File: src/rtl/switch_mcu_ahb_arbiter_if.sv
// Bundle of requester handshakes and AHB-Lite master signals around the arbiter.
// The slave modport is the arbiter's view; master is the surrounding core/bus view.
interface switch_mcu_ahb_arbiter_if;
   logic        in_init_done;

   logic        in_ifu_req;
   logic [31:0] in_ifu_addr;
   logic        out_ifu_ack;
   logic        out_ifu_err;

   logic        in_lsu_req;
   logic [31:0] in_lsu_addr;
   logic        in_lsu_write;
   logic [3:0]  in_lsu_size;
   logic [31:0] in_lsu_wdata;
   logic        out_lsu_ack;
   logic        out_lsu_err;
   logic [31:0] out_rdata;

   logic        in_hready;
   logic        in_hresp;
   logic [31:0] in_hrdata;
   logic [31:0] out_haddr;
   logic        out_hwrite;
   logic [3:0]  out_hsize;
   logic [3:0]  out_hport;
   logic [2:0]  out_hburst;
   logic [1:0]  out_htrans;
   logic        out_hmastlock;
   logic [31:0] out_hwdata;
   logic        out_owner;

   modport slave (
      input  in_init_done,
      input  in_ifu_req, in_ifu_addr,
      output out_ifu_ack, out_ifu_err,
      input  in_lsu_req, in_lsu_addr, in_lsu_write, in_lsu_size, in_lsu_wdata,
      output out_lsu_ack, out_lsu_err, out_rdata,
      input  in_hready, in_hresp, in_hrdata,
      output out_haddr, out_hwrite, out_hsize, out_hport, out_hburst,
      output out_htrans, out_hmastlock, out_hwdata, out_owner
   );

   modport master (
      output in_init_done,
      output in_ifu_req, in_ifu_addr,
      input  out_ifu_ack, out_ifu_err,
      output in_lsu_req, in_lsu_addr, in_lsu_write, in_lsu_size, in_lsu_wdata,
      input  out_lsu_ack, out_lsu_err, out_rdata,
      output in_hready, in_hresp, in_hrdata,
      input  out_haddr, out_hwrite, out_hsize, out_hport, out_hburst,
      input  out_htrans, out_hmastlock, out_hwdata, out_owner
   );
endinterface

File: src/rtl/switch_mcu_ahb_arbiter.sv
// Shares one AHB-Lite master port between the IFU and LSU, one single-beat
// NONSEQ transfer at a time, with an LSU streak limit that protects the IFU.
module switch_mcu_ahb_arbiter #(
   parameter int STARVE_LIMIT = 4,
   parameter int CNT_W        = 3
) (
   input logic                  in_clk,
   input logic                  in_rst,
   switch_mcu_ahb_arbiter_if.slave bus
);

   typedef enum logic [1:0] {
      S_IDLE = 2'd0,
      S_ADDR = 2'd1,
      S_DATA = 2'd2
   } state_t;

   localparam logic [1:0]       HTRANS_IDLE   = 2'b00;
   localparam logic [1:0]       HTRANS_NONSEQ = 2'b10;
   localparam logic [CNT_W-1:0] LIMIT         = CNT_W'(STARVE_LIMIT);

   state_t            r_state;
   logic [CNT_W-1:0]  r_streak;
   logic              r_owner;
   logic [31:0]       r_haddr;
   logic              r_hwrite;
   logic [3:0]        r_hsize;
   logic [3:0]        r_hprot;
   logic [1:0]        r_htrans;
   logic [31:0]       r_hwdata;
   logic [31:0]       r_wdataLatch;

   logic              w_anyReq;
   logic              w_ifuWins;
   logic              w_grant;
   logic              w_complete;

   assign w_anyReq   = bus.in_ifu_req | bus.in_lsu_req;
   assign w_ifuWins  = bus.in_ifu_req & (~bus.in_lsu_req | (r_streak == LIMIT));
   assign w_grant    = bus.in_init_done & w_anyReq;
   assign w_complete = (r_state == S_DATA) & bus.in_hready;

   always_ff @(posedge in_clk) begin
      if (in_rst) begin
         r_state      <= S_IDLE;
         r_streak     <= '0;
         r_owner      <= 1'b0;
         r_haddr      <= '0;
         r_hwrite     <= 1'b0;
         r_hsize      <= '0;
         r_hprot      <= '0;
         r_htrans     <= HTRANS_IDLE;
         r_hwdata     <= '0;
         r_wdataLatch <= '0;
      end else begin
         case (r_state)
            S_IDLE: begin
               if (w_grant) begin
                  r_state  <= S_ADDR;
                  r_htrans <= HTRANS_NONSEQ;
                  if (w_ifuWins) begin
                     r_owner  <= 1'b0;
                     r_haddr  <= bus.in_ifu_addr;
                     r_hwrite <= 1'b0;
                     r_hsize  <= 4'd2;
                     r_hprot  <= 4'b0010;
                  end else begin
                     r_owner      <= 1'b1;
                     r_haddr      <= bus.in_lsu_addr;
                     r_hwrite     <= bus.in_lsu_write;
                     r_hsize      <= bus.in_lsu_size;
                     r_hprot      <= 4'b0011;
                     r_wdataLatch <= bus.in_lsu_wdata;
                  end
               end
               // The streak only counts LSU grants taken while the IFU is actually waiting.
               if (!bus.in_ifu_req) begin
                  r_streak <= '0;
               end else if (w_grant) begin
                  if (w_ifuWins) begin
                     r_streak <= '0;
                  end else if (r_streak != LIMIT) begin
                     r_streak <= r_streak + CNT_W'(1);
                  end
               end
            end
            S_ADDR: begin
               if (bus.in_hready) begin
                  r_state  <= S_DATA;
                  r_htrans <= HTRANS_IDLE;
                  if (r_owner && r_hwrite) begin
                     r_hwdata <= r_wdataLatch;
                  end
               end
            end
            S_DATA: begin
               if (bus.in_hready) begin
                  r_state <= S_IDLE;
               end
            end
            default: begin
               r_state  <= S_IDLE;
               r_htrans <= HTRANS_IDLE;
            end
         endcase
      end
   end

   // Completion is combinational so the owner sees it in the same cycle HREADY rises.
   assign bus.out_ifu_ack   = w_complete & ~r_owner;
   assign bus.out_ifu_err   = w_complete & ~r_owner & bus.in_hresp;
   assign bus.out_lsu_ack   = w_complete & r_owner;
   assign bus.out_lsu_err   = w_complete & r_owner & bus.in_hresp;
   assign bus.out_rdata     = bus.in_hrdata;

   assign bus.out_haddr     = r_haddr;
   assign bus.out_hwrite    = r_hwrite;
   assign bus.out_hsize     = r_hsize;
   assign bus.out_hport     = r_hprot;
   assign bus.out_hburst    = 3'b000;
   assign bus.out_htrans    = r_htrans;
   assign bus.out_hmastlock = 1'b0;
   assign bus.out_hwdata    = r_hwdata;
   assign bus.out_owner     = r_owner;

endmodule

File: src/flat_wrapper.sv
// flat-port wrapper written by rule: the top's interface ports become plain ports
module switch_mcu_ahb_arbiter_flat 
#(
   parameter int STARVE_LIMIT = 4,
   parameter int CNT_W        = 3
)
  (in_clk, in_rst, bus_in_init_done, bus_in_ifu_req, bus_in_ifu_addr, bus_out_ifu_ack, bus_out_ifu_err, bus_in_lsu_req, bus_in_lsu_addr, bus_in_lsu_write, bus_in_lsu_size, bus_in_lsu_wdata, bus_out_lsu_ack, bus_out_lsu_err, bus_out_rdata, bus_in_hready, bus_in_hresp, bus_in_hrdata, bus_out_haddr, bus_out_hwrite, bus_out_hsize, bus_out_hport, bus_out_hburst, bus_out_htrans, bus_out_hmastlock, bus_out_hwdata, bus_out_owner);
  switch_mcu_ahb_arbiter_if bus_i ();
  input logic in_clk;
  input logic in_rst;
  input wire logic [$bits(bus_i.in_init_done)-1:0] bus_in_init_done;
  input wire logic [$bits(bus_i.in_ifu_req)-1:0] bus_in_ifu_req;
  input wire logic [$bits(bus_i.in_ifu_addr)-1:0] bus_in_ifu_addr;
  output wire logic [$bits(bus_i.out_ifu_ack)-1:0] bus_out_ifu_ack;
  output wire logic [$bits(bus_i.out_ifu_err)-1:0] bus_out_ifu_err;
  input wire logic [$bits(bus_i.in_lsu_req)-1:0] bus_in_lsu_req;
  input wire logic [$bits(bus_i.in_lsu_addr)-1:0] bus_in_lsu_addr;
  input wire logic [$bits(bus_i.in_lsu_write)-1:0] bus_in_lsu_write;
  input wire logic [$bits(bus_i.in_lsu_size)-1:0] bus_in_lsu_size;
  input wire logic [$bits(bus_i.in_lsu_wdata)-1:0] bus_in_lsu_wdata;
  output wire logic [$bits(bus_i.out_lsu_ack)-1:0] bus_out_lsu_ack;
  output wire logic [$bits(bus_i.out_lsu_err)-1:0] bus_out_lsu_err;
  output wire logic [$bits(bus_i.out_rdata)-1:0] bus_out_rdata;
  input wire logic [$bits(bus_i.in_hready)-1:0] bus_in_hready;
  input wire logic [$bits(bus_i.in_hresp)-1:0] bus_in_hresp;
  input wire logic [$bits(bus_i.in_hrdata)-1:0] bus_in_hrdata;
  output wire logic [$bits(bus_i.out_haddr)-1:0] bus_out_haddr;
  output wire logic [$bits(bus_i.out_hwrite)-1:0] bus_out_hwrite;
  output wire logic [$bits(bus_i.out_hsize)-1:0] bus_out_hsize;
  output wire logic [$bits(bus_i.out_hport)-1:0] bus_out_hport;
  output wire logic [$bits(bus_i.out_hburst)-1:0] bus_out_hburst;
  output wire logic [$bits(bus_i.out_htrans)-1:0] bus_out_htrans;
  output wire logic [$bits(bus_i.out_hmastlock)-1:0] bus_out_hmastlock;
  output wire logic [$bits(bus_i.out_hwdata)-1:0] bus_out_hwdata;
  output wire logic [$bits(bus_i.out_owner)-1:0] bus_out_owner;
  assign bus_i.in_init_done = bus_in_init_done;
  assign bus_i.in_ifu_req = bus_in_ifu_req;
  assign bus_i.in_ifu_addr = bus_in_ifu_addr;
  assign bus_out_ifu_ack = bus_i.out_ifu_ack;
  assign bus_out_ifu_err = bus_i.out_ifu_err;
  assign bus_i.in_lsu_req = bus_in_lsu_req;
  assign bus_i.in_lsu_addr = bus_in_lsu_addr;
  assign bus_i.in_lsu_write = bus_in_lsu_write;
  assign bus_i.in_lsu_size = bus_in_lsu_size;
  assign bus_i.in_lsu_wdata = bus_in_lsu_wdata;
  assign bus_out_lsu_ack = bus_i.out_lsu_ack;
  assign bus_out_lsu_err = bus_i.out_lsu_err;
  assign bus_out_rdata = bus_i.out_rdata;
  assign bus_i.in_hready = bus_in_hready;
  assign bus_i.in_hresp = bus_in_hresp;
  assign bus_i.in_hrdata = bus_in_hrdata;
  assign bus_out_haddr = bus_i.out_haddr;
  assign bus_out_hwrite = bus_i.out_hwrite;
  assign bus_out_hsize = bus_i.out_hsize;
  assign bus_out_hport = bus_i.out_hport;
  assign bus_out_hburst = bus_i.out_hburst;
  assign bus_out_htrans = bus_i.out_htrans;
  assign bus_out_hmastlock = bus_i.out_hmastlock;
  assign bus_out_hwdata = bus_i.out_hwdata;
  assign bus_out_owner = bus_i.out_owner;
  switch_mcu_ahb_arbiter #(.STARVE_LIMIT(STARVE_LIMIT), .CNT_W(CNT_W)) u_core (.in_clk(in_clk), .in_rst(in_rst), .bus(bus_i));
endmodule
File: config.mk
export PLATFORM = sky130hd
export DESIGN_NAME = switch_mcu_ahb_arbiter_flat
export DESIGN_NICKNAME = d
export VERILOG_FILES = /design/src/rtl/switch_mcu_ahb_arbiter_if.sv /design/src/rtl/switch_mcu_ahb_arbiter.sv /design/src/flat_wrapper.sv
export SDC_FILE = /design/constraint.sdc
export NUM_CORES = 1
export LEC_CHECK = 0
export CAP_MARGIN = 20
export CORE_MARGIN = 4
export CORE_UTILIZATION = 25
export DETAILED_ROUTE_END_ITERATION = 6
export GPL_TIMING_DRIVEN = 0
export SLEW_MARGIN = 0
export SYNTH_ARGS = -nofsm -noshare
export SYNTH_HDL_FRONTEND = slang
export SYNTH_SLANG_ARGS = --single-unit
File: constraint.sdc
create_clock -name in_clk -period 2 [get_ports in_clk]
set_clock_uncertainty 0.1 [all_clocks]
set_input_delay 0.6 -clock in_clk [delete_from_list [all_inputs] [get_ports in_clk]]
set_output_delay 0.6 -clock in_clk [all_outputs]
set_load 0.02 [all_outputs]
=== After elaboration in Yosys (flattened, before gate mapping) ===
Index checks and enable logic that the tools add are counted.

* Register bits: 113
* Input port bits: 140
* Output and inout bits: 116
* Word-level logic and storage cells: 56

* Add/sub/neg operators: 1
* Equality and inequality tests: 9
* Mux-type cells: 15
* Bitwise operators: 13
* Reductions and logical operators: 8

{| class="wikitable"
|+ Operator list
! operator !! number
|-
| 2-to-1 mux 32 bit || 1
|-
| AND reduction 3 bit || 5
|-
| 2-to-1 mux 3 bit || 4
|-
| one-hot mux 2 bit (3 select lines) || 2
|-
| 2-to-1 mux 2 bit || 4
|-
| AND 1 bit || 7
|-
| 2-to-1 mux 4 bit || 1
|-
| inequality test 2 x 1 -> 1 bit, second input constant || 2
|-
| inequality test 2 bit, second input constant || 2
|-
| NOT 1 bit || 4
|-
| adder 3 x 1 -> 3 bit, second input constant || 1
|-
| equality test 3 bit, second input constant || 1
|-
| 2-to-1 mux 1 bit || 3
|-
| inequality test 3 x 1 -> 1 bit, second input constant || 1
|-
| inequality test 3 bit, second input constant || 1
|-
| equality test 2 x 1 -> 1 bit, second input constant || 1
|-
| equality test 2 bit, second input constant || 1
|-
| logical NOT 2 bit || 1
|-
| OR 1 bit || 2
|-
| AND reduction 2 bit || 1
|-
| logical AND 1 bit || 1
|}

=== Depth between registers and ports, before layout ===
Gate-level depths: netlist (run 1).

* Depth in word-level cells: 6
* Mapped depth: 7
* Depth with buffers taken out: 5

=== Least setup slack after synthesis (run 1) ===
Ideal clock, no wire load.

* Kind: in2out
* Start point: in bus_in_hready
* End point: out bus_out_lsu_err
* Arrival: 1.481 ns
* Required time: 1.300 ns
* Setup slack: -0.181 ns
* Stages on the path: 4
* Buffers on the path: 2
* Cell sequence: buf_2 > buf_1 > nand3b_1 > nor2_1

* Cells in the longest elaborated chain, start to end: 3

{| class="wikitable"
|+ RTL lines
! item !! line !! text
|-
| from (decl) || flat_wrapper.sv:24 || <nowiki>input wire logic [$bits(bus_i.in_hready)-1:0] bus_in_hready;</nowiki>
|-
| AND 1 bit || switch_mcu_ahb_arbiter.sv:41 || <nowiki>assign w_complete = (r_state == S_DATA) & bus.in_hready;</nowiki>
|-
| AND 1 bit (2 in series) || switch_mcu_ahb_arbiter.sv:113 || <nowiki>assign bus.out_lsu_err = w_complete & r_owner & bus.in_hresp;</nowiki>
|-
| to (decl) || flat_wrapper.sv:22 || <nowiki>output wire logic [$bits(bus_i.out_lsu_err)-1:0] bus_out_lsu_err;</nowiki>
|}

No other way between the ends.

=== Final worst setup path (run 1) ===
* Start point: in bus_in_hrdata[8]
* End point: out bus_out_rdata[8]

{| class="wikitable"
|+ RTL lines
! item !! line !! text
|-
| from (decl) || flat_wrapper.sv:26 || <nowiki>input wire logic [$bits(bus_i.in_hrdata)-1:0] bus_in_hrdata;</nowiki>
|-
| to (decl) || flat_wrapper.sv:23 || <nowiki>output wire logic [$bits(bus_i.out_rdata)-1:0] bus_out_rdata;</nowiki>
|}

No word-level cell between the ends.

==> impl_metrics.json, run 1 <==
{
  "status": "completed",
  "drive_gt1_frac": 0.1511,
  "vdd_drop_max_mv": 0.3886,
  "cp-start-kind": "input pin",
  "num_vias": 5042,
  "max_clock_freq_mhz": 506.1,
  "routed_wl_um": 17220,
  "final_nets": 971,
  "cp_max_fo": 1,
  "clkTransAtPathRegs_ns": 0.08,
  "slew_viol_final": 0,
  "required_ns": 1.30,
  "cap_viol_max_count": 0,
  "numCtsBuffers": 9,
  "finalCritPeriodShare": 0.9879,
  "setup_viol": 0,
  "io_buffers": 216,
  "grt_pass1_wl_um": 26320,
  "grt.overflow.total": 0,
  "p_leak_nw": 3.237,
  "critPathCaptureType": "primary output",
  "core_region_area_sq_um": 19650,
  "cp.buffers_inverters": 2,
  "synth_cell_type_count": 41,
  "hold_viol": 0,
  "syn-cell-area_sq_um": 5046,
  "syn_area_per_cell_sq_um": 8.538,
  "io_pins": 256,
  "clock_latency_ns": 0.35,
  "initial_core_util": 0.2567,
  "finalWorstSetupSlack_ns": 0.02420,
  "worst-setup-path-type": "in -> out",
  "layout_min_cycle_time_ns": 1.976,
  "yosys-top-cells-area": "dfxtp_1 43%, buf_4 7.0%, a21oi_1 6.8%",
  "die_h_um": 150.1,
  "remaining_drc_errors": 0,
  "cp_slowest_cell": "clkdlybuf4s50_1",
  "yosysTopAreaCell": "dfxtp_1",
  "cts_root_buffer": "clkbuf_16",
  "tightest_slew_ns": 0.5353,
  "synth_edf_count": 0,
  "holdWs_ns": 0.3624,
  "grtUsageTotal": 0.1476,
  "first_iter_violations": 199,
  "dp_hpwl_um": 12960,
  "grt_pass1_vias": 4906,
  "antenna_found_initial": 1,
  "powerDensity_nw_per_um2": 670.6,
  "ys.warnings.count": 0,
  "vias_per_cell": 4.588,
  "die_w_um": 150.1,
  "pre_cts_ws_ns": -1.199,
  "fin_util": 0.4014,
  "place.gp.congestion": 0.7992,
  "critPathMaxStageDelay_ns": 0.60,
  "arrival_ns": 1.28,
  "ys_async_sr_fraction": 0,
  "path_delay_family": "buffers and inverters",
  "num_rows": 51,
  "rsz0062_at_grt": "true",
  "synth_top_area_frac": 0.4324,
  "cts_hold_buf": 0,
  "clkSinkCount": 109,
  "diodes": 0,
  "clk_path_buf_depth": 2,
  "cts_tree": "done",
  "area_delta_synth_final_pct": 56.34,
  "ant_nets": 0,
  "yosys_most_used_dff": "dfxtp_1",
  "worstHoldPathType": "reg -> reg",
  "dieArea_sq_um": 22520,
  "synth.yosys.seq_area_share": 0.4324,
  "path_cells": "buf_4 -> clkdlybuf4s50_1",
  "htreeDepth": 3,
  "wl_per_cell_um": 15.66,
  "netlist_instances": 591,
  "grt_max_degree": 23,
  "max_slew_margin": 0.6431,
  "dr.pass1.iters": 4,
  "synth.ff_latch_count": 109
}
-- synth_stat cells, types with 2 or more instances --
| master | number |
|---|---|
| o21ai_1 | 10 |
| clkbuf_1 | 26 |
| a21oi_1 | 69 |
| a311oi_2 | 4 |
| buf_2 | 20 |
| ha_1 | 2 |
| a32o_1 | 4 |
| inv_1 | 4 |
| nand3b_1 | 2 |
| dfxtp_1 | 109 |
| mux2i_1 | 32 |
| o21ai_0 | 56 |
| nand4_1 | 2 |
| buf_6 | 5 |
| a31oi_1 | 2 |
| nand2_1 | 69 |
| nor2b_1 | 6 |
| nand3_1 | 65 |
| buf_4 | 47 |
| a311oi_1 | 28 |
| o31ai_1 | 2 |
| nor2_1 | 7 |
| nand2b_1 | 2 |
-- what timing repair did --
item / CTS / global route
gates cloned: 0 / 0
pin swaps: 3 / 2
setup endpoints to repair: 146 / 46
gates resized for setup: 109 / 30
setup buffers: 3 / 4
-- area by class of cell --
cell class	instances	area (sq um)
buffer	97	658.1
fill	2126	11770
sequential	109	2188
inverter	5	18.77
multi-input combinational	384	2266
clock inverter	7	86.33
timing repair buffer	223	2115
tap	265	331.6
clock buffer	9	225.2
-- through the flow --
stage,setup TNS [ns],cell area [sq um],std cells,power (mW)
floorplan,-0.01479,5075,597,2.972
global placement,-53.37,7569,1078,3.533
detailed placement,-53.55,7569,1078,3.538
CTS,0,7828,1097,5.364
global route,-0.01718,7889,1099,5.542
finish,0,7889,1099,5.290
-- registers in the layout, indices dropped and copies added, names as in the netlist --
signal	flops
u_core.r_wdataLatch	32
u_core.r_state	2
u_core.bus.out_hwrite	1
u_core.bus.out_haddr	32
u_core.bus.out_hsize	4
u_core.bus.out_htrans	1
u_core.r_streak	3
u_core.bus.out_hport	2
u_core.bus.out_hwdata	32
-- cells in the final DEF, fill, tap and decap left out, types with 5 or more instances in the layout --
cell type	instances
o21ai_1	10
nand3_1	65
dfxtp_1	106
a21oi_1	68
clkbuf_1	18
clkdlybuf4s50_1	137
clkbuf_16	9
buf_6	9
clkbuf_2	8
nor2b_1	6
mux2i_1	32
a311oi_1	28
dlygate4sd2_1	73
conb_1	7
nor2_1	5
buf_2	9
clkbuf_4	10
buf_4	54
o21ai_0	56
nand2_1	69
-- routing by layer --
layer	GRT usage	vias up	wire length [um]
met5	0	-	12
met4	0.03477	2	250
met3	0.04936	15	1633
met2	0.2437	177	8119
met1	0.1864	2313	7199
li1	-	2535	-
-- report_power, final --
part,leakage [nW],switching [mW],internal [mW]
Combinational,2.20,0.551,0.557
Sequential,0.891,0.0627,2.28
Clock,0.151,0.941,0.899
-- final timing paths --
path | startpoint | endpoint | slack, ns | depth (start not counted)
min | u_core.bus.out_hport[1]$_SDFFE_PP0P_ | u_core.bus.out_hport[1]$_SDFFE_PP0P_ | 0.36 | 1
max reg2reg | u_core.r_streak[0]$_SDFFE_PP0P_ | u_core.bus.out_haddr[18]$_SDFFE_PP0P_ | 0.26 | 6
max | bus_in_hrdata[8] | bus_out_rdata[8] | 0.02 | 2
min reg2reg | u_core.bus.out_hport[1]$_SDFFE_PP0P_ | u_core.bus.out_hport[1]$_SDFFE_PP0P_ | 0.36 | 1
-- logic make-up (layout without fill, tap and decap cells) --
logic type / after synthesis / in the layout / share of synthesized area
buffers and inverters: 104 / 341 / 0.1247
AOI/OAI and AO/OA: 180 / 180 / 0.2187
DFF: 109 / 109 / 0.4324
adders and majority gates: 2 / 2 / 0.004958
other: 1 / 7 / 0.0007431
muxes: 32 / 32 / 0.06348
and+or+nand+nor: 163 / 163 / 0.1550
(Power assumes the default switching activity.)
==> run 2, diff against run 1 <==
Settings changed: CELL_PAD_IN_SITES_DETAIL_PLACEMENT set to 0, CELL_PAD_IN_SITES_GLOBAL_PLACEMENT set to 1, PLACE_DENSITY set to 0.72, RECOVER_POWER set to 50.
==> impl_metrics.json, run 2 (synthesized netlist as in run 1, its figures left out) <==
{
  "status": "completed",
  "final_nets": 971,
  "stdcell_area_sq_um": 7890,
  "layout_min_cycle_time_ns": 1.979,
  "fin_setup_tns_ns": 0,
  "clk_path_buf_depth": 2,
  "initial_core_util": 0.2567,
  "p_int_mw": 3.736,
  "path_delay_family": "buffers and inverters",
  "worstHoldPathType": "reg -> reg",
  "seq_area_sq_um": 2188,
  "io_buffers": 216,
  "required_ns": 1.30,
  "cts_root_buffer": "clkbuf_16",
  "rr_worst_depth": 6,
  "reg2reg_setup_slack_ns": 0.26,
  "path_cells": "buf_4 -> clkdlybuf4s50_1",
  "cp.buffers_inverters": 2,
  "setup_viol": 0,
  "grt_pass1_wl_um": 26640,
  "seqPwrFrac": 0.439,
  "clkTransAtPathRegs_ns": 0.08,
  "htreeDepth": 3,
  "nFillCells": 2101,
  "min_to": "u_core.bus.out_htrans[1]$_SDFFE_PP0P_",
  "slew_viol_final": 0,
  "fin_cells": 1099,
  "numCtsBuffers": 9,
  "arrival_ns": 1.28,
  "io_pins": 256,
  "vdd_drop_max_mv": 0.4492,
  "num_vias": 5039,
  "max_clock_freq_mhz": 505.3,
  "wl_per_cell_um": 15.84,
  "switching_share": 0.2976,
  "dieArea_sq_um": 22520,
  "cap_viol_max_count": 0,
  "drive_gt1_frac": 0.1523,
  "grt.overflow.total": 0,
  "grtUsageTotal": 0.1507,
  "powerDensity_nw_per_um2": 674.1,
  "die_w_um": 150.1,
  "final_common_cell": "clkdlybuf4s50_1",
  "p_sw_mw": 1.583,
  "ant_nets": 0,
  "tightest_slew_ns": 0.5891,
  "remaining_drc_errors": 0,
  "p_leak_nw": 3.229,
  "dp_cells": 1078,
  "diodes": 0,
  "num_rows": 51,
  "critPathCaptureType": "primary output",
  "r2r-start": "u_core.r_streak[0]$_SDFFE_PP0P_",
  "cp-start-kind": "input pin",
  "placed_area_sq_um": 7569,
  "cts_hold_buf": 0,
  "final_cell_mix": "137 x clkdlybuf4s50_1, 106 x dfxtp_1, 74 x dlygate4sd2_1",
  "antenna_found_initial": 0,
  "first_iter_violations": 269,
  "multi_input_area_sq_um": 2266,
  "critPathMaxStageDelay_ns": 0.60,
  "combPwrFrac": 0.209,
  "area_delta_synth_final_pct": 56.36,
  "hp-start": "u_core.bus.out_htrans[1]$_SDFFE_PP0P_",
  "cts_tree": "done",
  "clkSinkCount": 109,
  "fin_total_pwr_mw": 5.319,
  "dp_hpwl_um": 13010,
  "cp_max_fo": 1,
  "hold_viol": 0,
  "r2r-end": "u_core.bus.out_haddr[13]$_SDFFE_PP0P_",
  "vias_per_cell": 4.585,
  "hold_path_depth": 2,
  "finalCritPeriodShare": 0.9896,
  "grt_pass1_vias": 4957,
  "grt_max_degree": 23,
  "place.gp.congestion": 0.7855,
  "core_region_area_sq_um": 19650,
  "holdWs_ns": 0.3578,
  "max_slew_margin": 0.6073,
  "dr.pass1.iters": 4,
  "die_h_um": 150.1,
  "cp_slowest_cell": "clkdlybuf4s50_1",
  "routed_wl_um": 17410,
  "clock_latency_ns": 0.36,
  "clock_power_share": 0.352,
  "worst-setup-path-type": "in -> out"
}
-- run 2: cell types whose count changed in the layout (fill, tap and decap cells not counted), sizes merged --
cell          previous run  this run
inv                      8         7
clkinv                   4         5
dlygate4sd2             73        74
clkbuf                  45        43
dlymetal6s2s             1         0
buf                     73        75
-- run 2: timing repair --
action                     CTS  global route
resized for setup          113            31
buffers inserted             5             2
setup endpoints to repair  147            41
pin swaps                    2             2
-- run 2: how the worst max path moves through the flow --
stage               slack [ns]                                     to  depth (start not counted)                           start
floorplan                -0.01                        bus_out_lsu_err                          4                   bus_in_hready
global placement         -1.23                        bus_out_lsu_err                          6                   bus_in_hready
detailed placement       -1.25                        bus_out_lsu_err                          6                   bus_in_hready
CTS                       0.02                        bus_out_ifu_err                          4  u_core.r_state[0]$_SDFFE_PP0P_
global route           -0.0004  u_core.bus.out_haddr[24]$_SDFFE_PP0P_                          6                  bus_in_ifu_req
finish                    0.02                       bus_out_rdata[8]                          2                bus_in_hrdata[8]
-- run 2: cell type report --
| class | count | share of cell area |
|---|---|---|
| well taps | 265 | 0.04202 |
| plain buffers | 97 | 0.08325 |
| multi-input cells | 384 | 0.2872 |
| flip-flops and latches | 109 | 0.2774 |
| clock inverters | 7 | 0.01126 |
| clock buffers | 9 | 0.02854 |
| inverters | 5 | 0.002379 |
| repair buffers | 223 | 0.2680 |
-- run 2: power by group through the flow --
stage | clock network, mW | registers, mW | logic, mW
6_report | 1.87 | 2.33 | 1.11
2_1_floorplan | 0 | 2.47 | 0.505
5_1_grt | 2.01 | 2.35 | 1.20
3_3_place_gp | 0 | 2.38 | 1.15
3_5_place_dp | 0 | 2.39 | 1.15
4_1_cts | 1.93 | 2.34 | 1.12
-- run 2: per-stage QoR --
step	util	setup WS, ns
floorplan	-	-0.01479
global placement	0.3851	-1.228
detailed placement	0.3851	-1.249
CTS	0.3994	0.01507
global route	0.4015	-0.0003955
finish	0.4015	0.02084
-- run 2: metal layers --
| metal | up-vias | part of all wire | track usage |
|---|---|---|---|
| met5 | - | 0 | 0 |
| met4 | 0 | 0.016 | 0.04575 |
| met3 | 16 | 0.092 | 0.05754 |
| met2 | 177 | 0.48 | 0.2492 |
| met1 | 2308 | 0.41 | 0.1816 |
| li1 | 2538 | - | - |
